$ cat src/rtl/exec_ctrl_pkg.sv
// Shared types and constants for the execution step controller.
//   exec_state_t : sequencer mode (IDLE / RUN / HALT), encoded as on the status port
//   halt_cause_t : reason the sequencer stopped (NONE / BREAKPOINT / EBREAK)
//   EBREAK_INSN  : RV32I EBREAK encoding, checked against the fetched instruction
package exec_ctrl_pkg;

  typedef enum logic [1:0] {
    IDLE = 2'd0,
    RUN  = 2'd1,
    HALT = 2'd2
  } exec_state_t;

  typedef enum logic [1:0] {
    NONE       = 2'd0,
    BREAKPOINT = 2'd1,
    EBREAK     = 2'd2
  } halt_cause_t;

  localparam logic [31:0] EBREAK_INSN = 32'h0010_0073;

endpackage

$ cat src/rtl/key_debouncer.sv
// Two-flop synchronizer followed by a stable-level debouncer for one board input.
//   clk         : 50 MHz board clock
//   reset_n     : asynchronous active-low reset
//   raw         : asynchronous input (button or switch)
//   level       : accepted (debounced) level, reset to RESET_LEVEL
//   change      : high in the cycle whose closing edge flips 'level'; lets the
//                 consumer react on the same edge the new level is accepted
// A new level is accepted once the synchronized input has differed from the
// current level for CYCLES consecutive cycles.
module key_debouncer #(
  parameter int unsigned CYCLES      = 500000,
  parameter bit          RESET_LEVEL = 1'b1
) (
  input  logic clk,
  input  logic reset_n,
  input  logic raw,
  output logic level,
  output logic change
);

  localparam int unsigned CW = (CYCLES > 1) ? $clog2(CYCLES) : 1;

  if (CYCLES < 1) begin : g_cycles_check
    $error("key_debouncer: CYCLES must be at least 1");
  end

  logic          sync1;
  logic          sync2;
  logic [CW-1:0] cnt;

  assign change = (sync2 != level) && (cnt == CW'(CYCLES - 1));

  always_ff @(posedge clk or negedge reset_n) begin
    if (!reset_n) begin
      sync1 <= RESET_LEVEL;
      sync2 <= RESET_LEVEL;
      level <= RESET_LEVEL;
      cnt   <= '0;
    end else begin
      sync1 <= raw;
      sync2 <= sync1;
      if (sync2 == level) begin
        cnt <= '0;
      end else if (change) begin
        level <= sync2;
        cnt   <= '0;
      end else begin
        cnt <= cnt + 1'b1;
      end
    end
  end

endmodule

$ cat src/rtl/exec_step_controller.sv
// Execution sequencer for the single-cycle RISC-V core (50 MHz domain).
// Produces a one-cycle cpu_step enable in single-step, free-run and halt modes.
//   clk, reset_n        : board clock, asynchronous active-low reset
//   step_key_n          : raw step button (active-low)
//   run_sw              : raw run switch (1 = run)
//   rate_sel            : run-rate select (DIV_SLOW / DIV_MED / DIV_FAST / DIV_MAX)
//   bp_enable, bp_addr  : PC breakpoint
//   pc_value            : current PC from the core
//   instruction         : current instruction word
//   cpu_step            : one-cycle commit enable to the core
//   state               : 0 IDLE, 1 RUN, 2 HALT
//   halt_cause          : 0 NONE, 1 BREAKPOINT, 2 EBREAK
//   step_count          : number of cpu_step pulses issued (wraps)
module exec_step_controller
  import exec_ctrl_pkg::*;
#(
  parameter int unsigned DEBOUNCE_CYCLES = 500000,
  parameter int unsigned DIV_SLOW        = 50000000,
  parameter int unsigned DIV_MED         = 5000000,
  parameter int unsigned DIV_FAST        = 50000,
  parameter int unsigned DIV_MAX         = 2
) (
  input  logic        clk,
  input  logic        reset_n,
  input  logic        step_key_n,
  input  logic        run_sw,
  input  logic [1:0]  rate_sel,
  input  logic        bp_enable,
  input  logic [31:0] bp_addr,
  input  logic [31:0] pc_value,
  input  logic [31:0] instruction,
  output logic        cpu_step,
  output logic [1:0]  state,
  output logic [1:0]  halt_cause,
  output logic [31:0] step_count
);

  // Periods below 2 would allow back-to-back steps before the PC settles.
  if ((DIV_SLOW < 2) || (DIV_MED < 2) || (DIV_FAST < 2) || (DIV_MAX < 2)) begin : g_period_check
    $error("exec_step_controller: every step period must be at least 2");
  end

  logic step_level;
  logic step_change;
  logic run_level;
  logic run_change;

  key_debouncer #(
    .CYCLES      (DEBOUNCE_CYCLES),
    .RESET_LEVEL (1'b1)
  ) u_step_db (
    .clk     (clk),
    .reset_n (reset_n),
    .raw     (step_key_n),
    .level   (step_level),
    .change  (step_change)
  );

  key_debouncer #(
    .CYCLES      (DEBOUNCE_CYCLES),
    .RESET_LEVEL (1'b0)
  ) u_run_db (
    .clk     (clk),
    .reset_n (reset_n),
    .raw     (run_sw),
    .level   (run_level),
    .change  (run_change)
  );

  // press is the accepting edge of a debounced 1->0 transition, so the
  // registered cpu_step rises on the same edge the debounced key goes low.
  logic press;
  logic run_on;
  assign press  = step_change & step_level;
  assign run_on = run_level ^ run_change;

  exec_state_t st;
  halt_cause_t cause;
  logic        step_q;
  logic [31:0] count_q;
  logic [31:0] div_q;
  logic        skip_bp;

  logic [31:0] period_m1;
  always_comb begin
    period_m1 = DIV_SLOW - 1;
    case (rate_sel)
      2'd0:    period_m1 = DIV_SLOW - 1;
      2'd1:    period_m1 = DIV_MED  - 1;
      2'd2:    period_m1 = DIV_FAST - 1;
      default: period_m1 = DIV_MAX  - 1;
    endcase
  end

  logic div_done;
  logic is_ebreak;
  logic bp_hit;
  // '>=' so a shortened period after a rate change fires immediately.
  assign div_done  = (div_q >= period_m1);
  assign is_ebreak = (instruction == EBREAK_INSN);
  assign bp_hit    = bp_enable && (pc_value == bp_addr) && !skip_bp;

  always_ff @(posedge clk or negedge reset_n) begin
    if (!reset_n) begin
      st      <= IDLE;
      cause   <= NONE;
      step_q  <= 1'b0;
      count_q <= '0;
      div_q   <= '0;
      skip_bp <= 1'b0;
    end else begin
      step_q <= 1'b0;
      if (step_q) begin
        count_q <= count_q + 32'd1;
      end
      unique case (st)
        IDLE: begin
          if (run_on) begin
            st      <= RUN;
            cause   <= NONE;
            div_q   <= '0;
            skip_bp <= 1'b1;
          end else if (press) begin
            step_q <= 1'b1;
          end
        end
        RUN: begin
          if (!run_on) begin
            st    <= IDLE;
            cause <= NONE;
          end else if (div_done) begin
            div_q <= '0;
            if (is_ebreak) begin
              st    <= HALT;
              cause <= EBREAK;
            end else if (bp_hit) begin
              st    <= HALT;
              cause <= BREAKPOINT;
            end else begin
              step_q  <= 1'b1;
              skip_bp <= 1'b0;
            end
          end else begin
            div_q <= div_q + 32'd1;
          end
        end
        HALT: begin
          if (!run_on) begin
            st    <= IDLE;
            cause <= NONE;
          end else if (press) begin
            step_q <= 1'b1;
          end
        end
        default: begin
          st <= IDLE;
        end
      endcase
    end
  end

  assign cpu_step   = step_q;
  assign state      = st;
  assign halt_cause = cause;
  assign step_count = count_q;

endmodule
$ cat config.mk
export PLATFORM = sky130hd
export DESIGN_NAME = exec_step_controller
export DESIGN_NICKNAME = d
export VERILOG_FILES = /design/src/rtl/exec_ctrl_pkg.sv /design/src/rtl/key_debouncer.sv /design/src/rtl/exec_step_controller.sv
export SDC_FILE = /design/constraint.sdc
export NUM_CORES = 1
export LEC_CHECK = 0
export CAP_MARGIN = 10
export CELL_PAD_IN_SITES_DETAIL_PLACEMENT = 1
export CELL_PAD_IN_SITES_GLOBAL_PLACEMENT = 1
export CORE_UTILIZATION = 45
export CTS_CLUSTER_DIAMETER = 50
export CTS_CLUSTER_SIZE = 14
export DETAILED_ROUTE_END_ITERATION = 16
export DONT_BUFFER_PORTS = 1
export GPL_ROUTABILITY_DRIVEN = 0
export PLACE_DENSITY = 0.76
export SYNTH_ARGS = -nofsm -noshare
export SYNTH_HDL_FRONTEND = slang
export SYNTH_SLANG_ARGS = --single-unit
export TNS_END_PERCENT = 5
$ cat constraint.sdc
create_clock -name clk -period 3.3 [get_ports clk]
set_input_delay 0.165 -clock clk [delete_from_list [all_inputs] [get_ports clk]]
set_output_delay 0.165 -clock clk [all_outputs]
set_load 0.005 [all_outputs]
==> out/metrics.csv, run 1 <==
stage,metric,value,unit
synth,yosysMostFrequentCell,dfrtp_1,
floorplan,start_util,46.0,%
timing,fin_setup_tns,0,ps
route,ant_nets,0,
route,vias,4887,
timing,relSlewSlack,54.8,%
timing,setup_slack,434,ps
route,post-route-drc-count,0,
grt,grt_max_degree,115,
hold_path,min_path_type,input pin to register,
cells_and_area,post_layout_nonfiller_instances,858,
floorplan,fp-row-count,43,
setup_path,r2r_start,div_q[23],
clocking,cts_tree,yes,
floorplan,die_width,121,µm
synth,ys_seq_elements,114,
synth,synth_ff_type,dfrtp_1,
setup_path,crit_path_end_kind,register,
grt,grt_pass1_wl,26.3,mm
power,ir_drop,334,µV
route,wl_per_cell,18.5,µm
clocking,cts_max_level,4,
power,fin_total_pwr,3.38,mW
power,leakage,3.27,nW
setup_path,cp_max_fo,46,
grt,grt_pass1_vias,5229,
synth,synth_edf_count,0,
timing,finalSetupViolations,0,
route,route.final.wire_length,15.8,mm
clocking,cts_resized,0,
clocking,clockBufferDepth,2,
setup_path,crit_start,div_q[23],
clocking,cts_num_sinks,114,
timing,rsz0062_at_grt,false,
synth,syn_inst,648,
clocking,cts_buffers,17,
hold_path,hp-start,instruction[0],
setup_path,crit_arrival,3190,ps
grt,grt_usage,23.1,%
floorplan,dieArea,14600,µm²
synth,synth_fp_nets,784,
route,dr.first_iter.drc_count,210,
cells_and_area,finish.utilization,52.2,%
cells_and_area,drive_above_1_share,7.96,%
route,firstDrtPassIters,4,
synth,synth_area_leaders,"dfrtp_1, xnor2_1, ha_1",
grt,antenna_found_initial,0,
setup_path,required,3630,ps
synth,netlist.area_leader.share,43.6,%
setup_path,path_class,register to register,
power,p_per_area,468,nW/µm²
timing,tightest_slew,673,ps
cells_and_area,diodes,0,
run,maxCapViolCount,0,
clocking,path_clk_slew,50,ps
synth,yosysTopAreaCell,dfrtp_1,
placement,dp.cells,822,
timing,fin_crit,2870,ps
cells_and_area,fin_nets,801,
route,viasPerCell,5.70,
floorplan,core-area,13800,µm²
timing,fmax,0.349,GHz
clocking,insertion_delay,420,ps
synth,ys_seq_area_share,44.9,%
placement,post-place-ws,218,ps
timing,drv_slew,0,
synth,yosys_warnings,0,
placement,place_hpwl,11.2,mm
timing,fin_crit_sh,86.8,%
synth,synth.distinct_cells,54,
status,status,"finished, final reports clean",
synth,netlist_area,6360,µm²
timing,fin_skew,8.47,ps
grt,grt_overflow,0,
synth,synthTopCellsByCount,"dfrtp_1, nor2_1, nand2_1",
placement,portBuffers,0,
setup_path,startpoint_type,register,
timing,finalHoldViolations,0,
synth,async_flop_share,100,%
floorplan,die-height,121,µm
clocking,cts-root-buf,clkbuf_16,
floorplan,ios,140,
cells_and_area,syn2layout_area_growth,13.4,%
synth,synth.avg_cell_area,9.82,µm²
[per-layer routing]
metal / global-route usage [%] / part of all wire (%)
met1: 28.3 / 44
met2: 39.3 / 51
met3: 5.22 / 3.8
met4: 9.34 / 1.7
met5: 0 / 0
[placed cells by master, fill, tap and decap left out, drive strengths merged, types with 2 or more instances in the layout]
cell type      n
inv           21
dfstp          3
o21ai         18
or3            5
mux2i          5
nor2          72
clkinv         4
nand3         49
nor4b          6
a41oi          3
mux2           5
xor2          41
a22o           8
buf            7
xnor2         56
or4            4
a31oi         11
ha            33
clkbuf        23
a211o          3
nand4b         2
clkinvlp       3
bufinv         2
and2           5
nor4          12
a41o           2
and3          22
nor3          10
nand3b         2
dlygate4sd3    3
a21o          10
a21oi         23
nand4         18
dfrtp        111
nand2         58
and4           6
[cells by family (layout without fill, tap and decap cells)]
family / Yosys count / count (layout) / share of synthesized area [%]
AND/OR/NAND/NOR: 276 / 276 / 22.6
flip-flops: 114 / 114 / 44.9
XOR/XNOR: 97 / 97 / 13.4
AO/OA/AOI/OAI: 85 / 85 / 8.61
adder cells (fa/ha/maj): 33 / 33 / 6.49
buffers and inverters: 33 / 63 / 2.34
multiplexers: 10 / 10 / 1.73
[registers in the layout, indices dropped and copies added, names as in the netlist]
register and count:
u_step_db.cnt 19, state 2, cpu_step 1, u_step_db.sync1 1, div_q 32, u_run_db.cnt 19, step_count 32, skip_bp 1
u_step_db.level 1, u_step_db.sync2 1, halt_cause 2, u_run_db.sync2 1, u_run_db.sync1 1, u_run_db.level 1
[worst paths after layout]
check                           slack (ps)           endpoint  cells past startpoint
worst max-delay path                   430          div_q[11]                      9
worst min-delay path                   170      halt_cause[0]                      4
worst max register to register         430          div_q[11]                      9
worst min register to register         360    u_step_db.sync2                      0
max in group asynchronous             2510          div_q[16]                      2
min in group asynchronous              360  u_step_db.cnt[16]                      2
[through the flow]
step,cell area (µm²),hold slack [ps]
floorplan,6360,-131
global placement,6560,-128
detailed placement,6560,-127
CTS,7220,144
global route,7220,163
finish,7220,170
[cell type report]
cell class / count / area (µm²)
inverter: 21 / 78.8
timing repair buffer: 10 / 103
clock inverter: 9 / 106
clock buffer: 23 / 488
sequential: 114 / 2860
multi-input combinational: 501 / 3360
fill: 1526 / 6610
tap: 180 / 225
[what timing repair did]
item	CTS	global route
setup buffers	0	0
hold endpoints to repair	116	0
hold buffers	4	0
[where the power goes]
group | leakage, nW | internal (mW) | total, mW | switching, mW
Sequential | 1.54 | 1.41 | 1.42 | 0.00805
Combinational | 1.45 | 0.0579 | 0.135 | 0.0768
Clock | 0.285 | 1.19 | 1.83 | 0.642
Total | 3.27 | 2.65 | 3.38 | 0.727
[worst max-delay path, cell delays in order, from the launching register on]
cell and delay [ps]:
dfrtp_1 450, ha_1 350, a211o_1 260, nand2_1 70
nand3b_1 110, a211o_1 330, nor4b_4 350, buf_4 480
inv_1 150, o21ai_0 210
No activity file was read; power rests on OpenSTA's default activity.
==> inputs of run 2 (changes only) <==
--- a/config.mk
+++ b/config.mk
@@ -14,7 +14,9 @@
 export DETAILED_ROUTE_END_ITERATION = 16
 export DONT_BUFFER_PORTS = 1
 export GPL_ROUTABILITY_DRIVEN = 0
+export GPL_TIMING_DRIVEN = 0
 export PLACE_DENSITY = 0.76
+export RECOVER_POWER = 50
 export SYNTH_ARGS = -nofsm -noshare
 export SYNTH_HDL_FRONTEND = slang
 export SYNTH_SLANG_ARGS = --single-unit
==> run 2 against run 1 <==
  * The flow now finishes with violations (max-capacitance violations, max-slew violations)
  * First-iteration DRC count fell by 1.9%
  * Sequential power barely moved
  * Routed wire length rose by 3.3%
  * Clock skew barely moved
  * Global-route usage rose by 0.97 points
  * Highest routed layer unchanged
  * Die area did not move
  * Core utilization barely moved
  * Sequential share of layout area barely moved
  * Sequential cell count did not move
  * Clock-buffer cell count fell by 2
==> out/metrics.csv, run 2 (same netlist as run 1, synthesis figures left out) <==
stage,metric,value,unit,change
status,status,finished with violations,,"was finished, final reports clean"
status,violations,"max-capacitance violations, max-slew violations",,
clocking,cts_buffers,17,,unchanged
cells_and_area,syn2layout_area_growth,13.4,%,about the same
power,ir_drop,348,µV,was 334 µV
timing,fin_setup_tns,0,ps,unchanged
route,dr.first_iter.drc_count,206,,was 210
grt,grt_max_degree,115,,unchanged
setup_path,crit_arrival,3300,ps,was 3190 ps
clocking,postCtsSetupRepairBufs,0,,unchanged
cells_and_area,post_layout_nonfiller_instances,864,,was 858
timing,finalSetupViolations,0,,unchanged
timing,fin_crit,2970,ps,was 2870 ps
floorplan,core-area,13800,µm²,unchanged
timing,fmax,0.337,GHz,was 0.349 GHz
setup_path,required,3630,ps,about the same
power,p_per_area,468,nW/µm²,about the same
grt,grt_pass1_wl,27.4,mm,was 26.3 mm
clocking,cts_max_level,4,,unchanged
clocking,cts_tree,yes,,unchanged
floorplan,ios,140,,unchanged
floorplan,die-height,121,µm,unchanged
setup_path,startpoint_type,register,,unchanged
floorplan,die_width,121,µm,unchanged
timing,relSlewSlack,-70.1,%,was 54.8%
cells_and_area,final_common_cell,dfrtp_1,,unchanged
setup_path,crit_path_end_kind,register,,unchanged
route,firstDrtPassIters,5,,was 4
power,fin_total_pwr,3.38,mW,about the same
timing,drv_slew,115,,was 0
route,viasPerCell,5.77,,was 5.70
placement,portBuffers,0,,unchanged
cells_and_area,final_cell_area,7220,µm²,about the same
clocking,cts-root-buf,clkbuf_16,,unchanged
route,vias,4987,,was 4887
grt,grt_usage,24.1,%,was 23.1%
timing,fin_skew,8.62,ps,was 8.47 ps
placement,post-place-ws,173,ps,was 218 ps
setup_path,path_class,register to register,,unchanged
route,ant_nets,0,,unchanged
cells_and_area,diodes,0,,unchanged
power,leakage,3.27,nW,about the same
cells_and_area,fin_nets,807,,was 801
placement,dp.cells,828,,was 822
floorplan,fp-row-count,43,,unchanged
placement,placed_cell_area,6590,µm²,was 6560 µm²
clocking,path_clk_slew,60,ps,was 50 ps
timing,fin_crit_sh,90.0,%,was 86.8%
route,route.final.wire_length,16.4,mm,was 15.8 mm
hold_path,min_path_type,input pin to register,,unchanged
grt,antenna_found_initial,0,,unchanged
clocking,clockBufferDepth,2,,unchanged
cells_and_area,final_cell_mix,"dfrtp_1, nor2_1, nand2_1",,unchanged
grt,grt_pass1_vias,5583,,was 5229
setup_path,cp_max_fo,10,,was 46
floorplan,start_util,46.0,%,unchanged
timing,setup_slack,331,ps,was 434 ps
setup_path,rrSetupSlack,330,ps,was 430 ps
timing,tightest_slew,2550,ps,was 673 ps
floorplan,dieArea,14600,µm²,unchanged
route,wl_per_cell,18.9,µm,was 18.5 µm
cells_and_area,fillers,1545,,was 1526
placement,place_hpwl,11.7,mm,was 11.2 mm
grt,grt_overflow,0,,unchanged
run,maxCapViolCount,1,,was 0
timing,rsz0062_at_grt,false,,unchanged
cells_and_area,drive_above_1_share,8.04,%,was 7.96%
timing,finalHoldViolations,0,,unchanged
clocking,cts_num_sinks,114,,unchanged
route,post-route-drc-count,0,,unchanged
clocking,insertion_delay,420,ps,about the same
## run 2: changes by cell type in the layout (fill, tap and decap cells not counted), sizes merged
cell / delta
clkinv: +2
clkbuf: +4
## run 2: area by class of cell
| class | instances | area (µm²) | area share [%] |
|---|---|---|---|
| buffer | 12 | 71.3 | 0.988 |
| timing repair buffer | 4 | 35.0 | 0.485 |
| sequential | 114 | 2860 | 39.6 |
| clock buffer | 21 | 460 | 6.38 |
| inverter | 21 | 78.8 | 1.09 |
| tap | 180 | 225 | 3.12 |
| multi-input combinational | 501 | 3360 | 46.5 |
| clock inverter | 11 | 131 | 1.82 |
## run 2: worst paths after layout
kind,start,to,cells after the start
max,u_run_db.cnt[5],div_q[17],9
min,instruction[0],halt_cause[0],4
max reg2reg,u_run_db.cnt[5],div_q[17],9
min reg2reg,u_step_db.sync1,u_step_db.sync2,0
max in group asynchronous,reset_n,u_run_db.cnt[4],2
min in group asynchronous,reset_n,u_step_db.cnt[3],2
## run 2: metrics by stage
| stage | hold WS (ps) | utilization (%) |
|---|---|---|
| after floorplan | -131 | - |
| after global placement | -127 | 47.7 |
| after detailed placement | -128 | 47.7 |
| after CTS | 148 | 52.3 |
| after global routing | 175 | 52.2 |
| final | 158 | 52.2 |
## run 2: timing repair
action                                  in CTS  in global routing
resized for setup                            0                  2
endpoints found under the setup margin       0                 10
hold buffers                                 4                  0
endpoints found under the hold margin      116                  0
## run 2: power breakdown
group	total [mW]	switching [mW]	internal (mW)	leakage (nW)
clock	1.83	0.674	1.15	0.279
sequential	1.42	0.00803	1.41	1.54
combinational	0.132	0.0772	0.0545	1.45
## run 2: routing by layer
layer / track usage, % / wire (µm) / up-vias
li1: - / - / 2333
met1: 27.1 / 6730 / 2523
met2: 43.1 / 8690 / 104
met3: 6.44 / 657 / 27
met4: 9.18 / 288 / 0
met5: 0 / 0 / -
## run 2: worst max-delay path: stages (launching register included)
cell	delay (ps)
dfrtp_1	440
nor4_1	370
nand4_1	170
nor2_1	240
mux2i_2	560
inv_2	180
o21ai_1	320
clkbuf_2	370
a21oi_1	70
o21ai_0	150
